===== src/rtl/sp_ram_dma.sv =====
// Command-driven fill/copy engine that is the only initiator on a single-port RAM.
// Every output is a register that holds the value for the state being entered.
module sp_ram_dma #(
  parameter int unsigned ADDR_WIDTH = 8,
  parameter int unsigned DATA_WIDTH = 32,
  parameter int unsigned LEN_WIDTH  = 8
) (
  input  logic                    clk_i,
  input  logic                    rst_ni,
  input  logic                    start_i,
  input  logic                    op_i,
  input  logic [ADDR_WIDTH-1:0]   src_addr_i,
  input  logic [ADDR_WIDTH-1:0]   dst_addr_i,
  input  logic [LEN_WIDTH-1:0]    len_i,
  input  logic [DATA_WIDTH-1:0]   fill_data_i,
  output logic                    busy_o,
  output logic                    done_o,
  output logic                    err_o,
  output logic                    mem_en_o,
  output logic [ADDR_WIDTH-1:0]   mem_addr_o,
  output logic [DATA_WIDTH-1:0]   mem_wdata_o,
  output logic                    mem_we_o,
  output logic [DATA_WIDTH/8-1:0] mem_be_o,
  input  logic [DATA_WIDTH-1:0]   mem_rdata_i
);

  localparam int unsigned NB = DATA_WIDTH / 8;
  localparam logic [ADDR_WIDTH-1:0] STEP       = ADDR_WIDTH'(NB);
  localparam logic [ADDR_WIDTH-1:0] ALIGN_MASK = ADDR_WIDTH'(NB - 1);
  localparam logic [LEN_WIDTH-1:0]  ONE        = LEN_WIDTH'(1);

  typedef enum logic [2:0] {
    IDLE    = 3'd0,
    FILL_WR = 3'd1,
    CP_RD   = 3'd2,
    CP_WR   = 3'd3,
    DONE    = 3'd4
  } state_e;

  state_e                  state_q;
  logic [ADDR_WIDTH-1:0]   src_q;
  logic [ADDR_WIDTH-1:0]   dst_q;
  logic [LEN_WIDTH-1:0]    cnt_q;
  logic [DATA_WIDTH-1:0]   fill_q;
  logic                    misaligned;

  // Source alignment only matters when the command actually reads.
  assign misaligned = ((dst_addr_i & ALIGN_MASK) != '0) ||
                      (op_i && ((src_addr_i & ALIGN_MASK) != '0));

  // src_q/dst_q hold the address of the next access of their kind; cnt_q counts writes still owed.
  always_ff @(posedge clk_i or negedge rst_ni) begin
    if (!rst_ni) begin
      state_q     <= IDLE;
      src_q       <= '0;
      dst_q       <= '0;
      cnt_q       <= '0;
      fill_q      <= '0;
      busy_o      <= 1'b0;
      done_o      <= 1'b0;
      err_o       <= 1'b0;
      mem_en_o    <= 1'b0;
      mem_addr_o  <= '0;
      mem_wdata_o <= '0;
      mem_we_o    <= 1'b0;
      mem_be_o    <= '0;
    end else begin
      done_o <= 1'b0;
      err_o  <= 1'b0;
      case (state_q)
        IDLE: begin
          if (start_i) begin
            fill_q <= fill_data_i;
            if (misaligned) begin
              err_o <= 1'b1;
            end else if (len_i == '0) begin
              state_q <= DONE;
              busy_o  <= 1'b1;
              done_o  <= 1'b1;
            end else begin
              busy_o   <= 1'b1;
              mem_en_o <= 1'b1;
              cnt_q    <= len_i;
              if (!op_i) begin
                state_q     <= FILL_WR;
                mem_we_o    <= 1'b1;
                mem_be_o    <= '1;
                mem_addr_o  <= dst_addr_i;
                mem_wdata_o <= fill_data_i;
                dst_q       <= dst_addr_i + STEP;
              end else begin
                state_q    <= CP_RD;
                mem_we_o   <= 1'b0;
                mem_be_o   <= '0;
                mem_addr_o <= src_addr_i;
                src_q      <= src_addr_i + STEP;
                dst_q      <= dst_addr_i;
              end
            end
          end
        end
        FILL_WR: begin
          cnt_q <= cnt_q - ONE;
          if (cnt_q == ONE) begin
            state_q     <= DONE;
            done_o      <= 1'b1;
            mem_en_o    <= 1'b0;
            mem_we_o    <= 1'b0;
            mem_be_o    <= '0;
            mem_addr_o  <= '0;
            mem_wdata_o <= '0;
          end else begin
            mem_addr_o  <= dst_q;
            mem_wdata_o <= fill_q;
            dst_q       <= dst_q + STEP;
          end
        end
        CP_RD: begin
          // Read data is combinational, so it is written back on the very next cycle.
          state_q     <= CP_WR;
          mem_we_o    <= 1'b1;
          mem_be_o    <= '1;
          mem_addr_o  <= dst_q;
          mem_wdata_o <= mem_rdata_i;
          dst_q       <= dst_q + STEP;
        end
        CP_WR: begin
          cnt_q <= cnt_q - ONE;
          if (cnt_q == ONE) begin
            state_q     <= DONE;
            done_o      <= 1'b1;
            mem_en_o    <= 1'b0;
            mem_we_o    <= 1'b0;
            mem_be_o    <= '0;
            mem_addr_o  <= '0;
            mem_wdata_o <= '0;
          end else begin
            state_q    <= CP_RD;
            mem_we_o   <= 1'b0;
            mem_be_o   <= '0;
            mem_addr_o <= src_q;
            src_q      <= src_q + STEP;
          end
        end
        DONE: begin
          state_q <= IDLE;
          busy_o  <= 1'b0;
        end
        default: begin
          state_q  <= IDLE;
          busy_o   <= 1'b0;
          mem_en_o <= 1'b0;
          mem_we_o <= 1'b0;
          mem_be_o <= '0;
        end
      endcase
    end
  end

endmodule


===== config.mk =====
export PLATFORM = sky130hd
export DESIGN_NAME = sp_ram_dma
export DESIGN_NICKNAME = d
export VERILOG_FILES = /design/src/rtl/sp_ram_dma.sv
export SDC_FILE = /design/constraint.sdc
export NUM_CORES = 1
export LEC_CHECK = 0
export CAP_MARGIN = 40
export CORE_MARGIN = 4
export CORE_UTILIZATION = 50
export DETAILED_ROUTE_END_ITERATION = 7
export GPL_TIMING_DRIVEN = 0
export PLACE_DENSITY = 0.83
export SLEW_MARGIN = 30
export SYNTH_ARGS = -nofsm -noshare
export SYNTH_HDL_FRONTEND = slang
export SYNTH_SLANG_ARGS = --single-unit

===== constraint.sdc =====
create_clock -name clk_i -period 3.1 [get_ports clk_i]
set_input_delay 0.465 -clock clk_i [delete_from_list [all_inputs] [get_ports clk_i]]
set_output_delay 0.465 -clock clk_i [all_outputs]
set_load 0.05 [all_outputs]

Word level (Yosys, flattened, before mapping)
Cells that the tools add are included.

storage, ports and cells
  flip-flop bits (word level) = 108
  bits in latches = 0
  RAM bits = 0
  memory bits (read-only) = 0
  output and inout port bits = 49
  logic and storage cells = 123
  memories = 0

cells by class
  add/subtract/negate cells = 5
  multipliers = 0
  divide/modulo/power cells = 0
  order comparisons = 0
  equality and inequality tests = 15
  shift-type cells = 0
  muxes and demuxes = 64
  bitwise operators = 3
  reduce and logical (&&, ||, !) cells = 23

operators with widths
  operator                                           number
  2-to-1 mux 32 bit                                  6
  2-to-1 mux 8 bit                                   19
  one-hot mux 32 bit (4 select lines)                1
  adder 8 x 3 -> 8 bit (second input constant)       4
  one-hot mux 8 bit (2 select lines)                 2
  one-hot mux 8 bit (4 select lines)                 1
  one-hot mux 8 bit (3 select lines)                 1
  2-to-1 mux 4 bit                                   5
  != test 2 bit (second input constant)              9
  2-to-1 mux 1 bit                                   17
  one-hot mux 4 bit (4 select lines)                 1
  nonzero test 8 bit                                 2
  2-to-1 mux 3 bit                                   5
  AND reduction 5 bit                                3
  one-hot mux 3 bit (4 select lines)                 1
  AND reduction 6 bit                                2
  == test 8 x 1 -> 1 bit (second input constant)     1
  logical NOT 8 bit                                  1
  AND reduction 4 bit                                2
  subtractor 8 x 1 -> 8 bit (second input constant)  1
  == test 3 x 2 -> 1 bit (second input constant)     2
  AND reduction 3 bit                                2
  one-hot mux 1 bit (2 select lines)                 2
  one-hot mux 1 bit (4 select lines)                 1
  15 further kinds                                   19

Depth between registers and ports, before layout
  depth in word-level cells = 6
  gate-level depth with buffers = 9
  depth with buffers taken out = 7

Worst setup path after synthesis
No wires, ideal clock.

  path kind = register -> register
  start = register cnt_q[1]
  end = register mem_wdata_o[0]
  arrival time = 2.124 ns
  data required time = 2.975 ns
  setup slack = 0.851 ns
  stages on the path, launching flop included = 9
  buffers on the path = 1
  path through = dfrtp_1 -> inv_1 -> ha_1 -> nor3b_1 -> nand2_2 -> a22o_1 -> nor3_4 -> buf_6 -> mux2_2

on the way
  word-level cells in the longest chain between the ends = 3
  elaborated cells on any way between the ends = 5
  those cells by class = eq/ne: 2; mux: 2; reduce/logical: 1

RTL lines
  element                                                                                      line      source
  start, declared                                                                              43        logic [LEN_WIDTH-1:0] cnt_q;
  start signal, assigned                                                                       83        cnt_q <= len_i;
  start signal, assigned                                                                       103       cnt_q <= cnt_q - ONE;
  start signal, assigned                                                                       128       cnt_q <= cnt_q - ONE;
  == test 8 x 1 -> 1 bit *                                                                     104, 129
  != test 2 bit (no line) / 2-to-1 mux 32 bit (equally long branches)                          n/a
  AND reduction 6 bit (no line) / one-hot mux 32 bit (4 select lines) (equally long branches)  n/a
  end signal, assigned                                                                         89        mem_wdata_o <= fill_data_i;
  end signal, assigned                                                                         114       mem_wdata_o <= fill_q;
  end signal, assigned                                                                         124       mem_wdata_o <= mem_rdata_i;
  end, declared                                                                                21        output logic [DATA_WIDTH-1:0] mem_wdata_o,

Every way passes the cells marked *; elsewhere a longest branch is shown, timed or not.
A chain may end at the register's enable or synchronous reset.

Worst setup path after layout
  start = register cnt_q[1]
  end = register mem_wdata_o[28]

Same word-level chain as after synthesis.

==> impl_summary.log <==
[metrics] Worst setup EP type: flop
[metrics] total CTS buffers: 9
[metrics] count of placed standard cells including taps: 861
[metrics] GRT Overall Usage: 26.0%
[metrics] ANT cells: 0
[metrics] Yosys warning total: 0
[metrics] number of buffers added on ports: 139
[metrics] number of instances in the synthesized netlist: 578
[metrics] Avg WL per Cell: 19.3 um
[metrics] worst-path fanout max: 10
[metrics] ratio of routed vias to standard cells: 6.05
[metrics] share of final-layout standard cells stronger than drive strength 1: 15.7%
[metrics] launching element type of the critical path: flop
[metrics] summed negative setup slack over all endpoints: 0 ns
[metrics] Clock Skew: 0.00864 ns
[metrics] vias post-DR: 5297
[metrics] H-Tree Level Count: 3
[metrics] worst slew pin tran: 0.818 ns
[metrics] vertical extent of the die: 116 um
[metrics] # DRC: 0
[metrics] full die area: 0.0134 mm^2
[metrics] area of the mapped netlist: 0.00582 mm^2
[metrics] Multi-input gate area: 0.00297 mm^2
[metrics] post-layout power: 0.00718 W
[metrics] detailed placer's ending HPWL: 12700 um
[metrics] maximum root-to-sink buffer count: 2
[metrics] IO Pins: 141
[metrics] arrival time of the worst setup path: 3.09 ns
[metrics] Post-Synthesis Net Count: 675
[metrics] sequential standard cell area: 0.00260 mm^2
[metrics] highest attainable clock frequency: 0.350 GHz
[metrics] Die W: 116 um
[metrics] CP Cell Sequence: inv_1, ha_1, nor3b_1, nand2_2, a22o_1, nor3_4, buf_6, mux2_2
[metrics] RePlAce Congestion: 1.01
[metrics] GRT overflow: 0
[metrics] clock latency reported for the late side of the worst-skew pair: 0.35 ns
[metrics] unrepaired setup endpoints after global routing: no
[metrics] number of setup buffers added after CTS: 0
[metrics] CP max stage delay: 0.63 ns
[metrics] syn avg cell area: 10.1 um^2
[metrics] clock tree root buffer cell: sky130_fd_sc_hd__clkbuf_16
[metrics] outcome: complete, no violations
[metrics] antenna violations before repair: 0
[metrics] number of slew-limit violations in the final report: 0
[metrics] # rows: 39
[metrics] part of the cycle the worst path needs: 92.2%
[metrics] number of hold buffers added after CTS: 0
[metrics] Hold Fails Final Rpt: 0
[metrics] proportion of register bits with asynchronous set or reset after synthesis: 100%
[metrics] time the final worst path needs with I/O delays and setup: 2.86 ns
[metrics] filler cell count in the final layout: 909
[metrics] Util after Layout: 67.6%
[metrics] starting density of the core: 51.0%
[metrics] global-route wire length before repair: 27700 um
[metrics] R2R Setup Slk: 0.24 ns
[metrics] drt total wl: 16900 um
[metrics] TritonCTS clock tree: yes
[metrics] Max-slew headroom: 45.1%
[metrics] number of nets in the layout: 826
[metrics] number of synthesized flops with an enable pin: 0
[metrics] max_cap viols: 0
[metrics] Post-Layout Cell Count: 876
[metrics] pin count of the biggest net entering global routing: 67
[metrics] Lkg Pwr: 3.24 nW
[metrics] CTS clk-pin slew, worst paths: 0.07 ns
[metrics] count of nets left with antenna violations after detail routing: 0
[metrics] post-synthesis sequential area ratio: 44.7%
[metrics] PD cells: 930 mW/mm^2
[metrics] path type of the worst setup path: reg -> reg
[metrics] worst supply voltage drop on vdd: 0.567 mV
[metrics] number of DRC markers in iteration 0: 321
[metrics] count of final setup violators: 0
[metrics] classification of the worst-slack hold path: in -> async
[metrics] commonest register cell after synthesis: sky130_fd_sc_hd__dfrtp_1
[metrics] clk sink count: 104
[metrics] number of distinct library cells after synthesis: 61
[metrics] critical path's slowest cell: sky130_fd_sc_hd__nor3b_1
[metrics] post-cts resize count: 0
[metrics] required time worst endpoint: 3.33 ns
[metrics] Core Area: 0.0114 mm^2
[metrics] first-pass detailed-route iteration total: 8
[metrics] via count of the first global-routing pass: 5593
[metrics] synthesis-stage register bit count: 104
[metrics] growth of design area from synthesis to finish: 32.6%
-- state kept, by name, indices dropped and copies added (netlist names) --
signal       flops
mem_be_o         1
err_o            1
mem_addr_o       8
busy_o           1
mem_en_o         1
done_o           1
fill_q          32
mem_wdata_o     32
src_q            8
dst_q            8
state_q          3
cnt_q            8
-- cells in the final DEF (no fill, tap or decap), drive strengths merged, types with 11 or more instances in the layout --
master / Yosys / final
a21oi: 20 / 20
mux2: 72 / 72
clkdlybuf4s50: 0 / 138
clkbuf: 23 / 32
mux2i: 11 / 11
a221oi: 32 / 32
inv: 9 / 11
o21ai: 19 / 19
dfrtp: 104 / 104
a31oi: 11 / 11
nor2: 80 / 80
buf: 21 / 23
nand2: 25 / 25
nand3: 15 / 15
nand2b: 32 / 32
-- where the power goes --
group / leakage [nW] / total [W] / internal [W] / switching [W]
clock: 0.138 / 0.00115 / 0.000626 / 0.000526
sequential: 1.26 / 0.00238 / 0.00195 / 0.000432
combinational: 1.84 / 0.00365 / 0.00157 / 0.00208
total: 3.24 / 0.00718 / 0.00415 / 0.00303
-- area by class of cell --
cell class | count | area share (%)
timing repair buffer | 140 | 18.4
clock buffer | 9 | 2.92
inverter | 10 | 0.486
tap | 143 | 2.32
multi-input combinational | 420 | 38.5
buffer | 44 | 2.84
clock inverter | 6 | 0.875
sequential | 104 | 33.7
-- worst paths after layout --
kind,cells after the start,from,endpoint
min,1,rst_ni,state_q[2]$_DFFE_PN0P_
min reg2reg,2,src_q[1]$_DFFE_PN0P_,src_q[1]$_DFFE_PN0P_
max reg2reg,8,cnt_q[1]$_DFFE_PN0P_,mem_wdata_o[28]$_DFFE_PN0P_
min in group clk_i,2,src_q[1]$_DFFE_PN0P_,src_q[1]$_DFFE_PN0P_
max in group asynchronous,2,rst_ni,fill_q[26]$_DFFE_PN0P_
max,8,cnt_q[1]$_DFFE_PN0P_,mem_wdata_o[28]$_DFFE_PN0P_
-- layer usage --
layer	routed length, um	GRT usage, %	up-vias
met5	0	0	-
met4	349	10.1	0
met3	1620	6.27	34
met2	8050	42.4	264
met1	6920	33.7	2573
li1	-	-	2426
-- logic make-up after synthesis --
kind of cell | after synthesis | synth area share, %
AOI/OAI and AO/OA | 127 | 15.9
xor gates and xnor gates | 6 | 0.903
buffers and inverters | 54 | 4.41
DFF | 104 | 44.7
adders and majority gates | 5 | 1.07
muxes | 83 | 15.8
and+or+nand+nor | 199 | 17.2
-- per-stage QoR --
stage                     hold WS [ns]  instance area [um^2]  worst slack, ns
after floorplan                  0.169                  5820            0.851
after global placement           0.475                  7390            -2.39
after detailed placement         0.404                  7430            0.280
after CTS                       0.0227                  7720            0.258
after global routing            0.0418                  7720            0.169
final                           0.0139                  7720            0.242
-- worst max-delay path: cells and delay by family, from the launching register on --
family	cells	cell delay, ns
AO/OA/AOI/OAI	1	0.38
adder cells (fa/ha/maj)	1	0.14
buffers and inverters	2	0.32
flip-flops	1	0.38
multiplexers	1	0.36
AND/OR/NAND/NOR	3	1.16
-- cell usage after synthesis (11+ instances only) --
library cell	number	share of area [%]
sky130_fd_sc_hd__buf_2	13	1.1
sky130_fd_sc_hd__nand3_1	15	1.3
sky130_fd_sc_hd__a21oi_1	20	1.7
sky130_fd_sc_hd__a31oi_1	11	1.2
sky130_fd_sc_hd__nand2b_1	32	3.4
sky130_fd_sc_hd__mux2i_1	11	1.9
sky130_fd_sc_hd__a221oi_1	32	4.8
sky130_fd_sc_hd__clkbuf_1	23	1.5
sky130_fd_sc_hd__nor2_1	80	5.2
sky130_fd_sc_hd__mux2_2	71	14
sky130_fd_sc_hd__dfrtp_1	104	45
sky130_fd_sc_hd__o21ai_0	19	1.6
sky130_fd_sc_hd__nand2_1	24	1.5
Power figures use the tool's default switching activity.
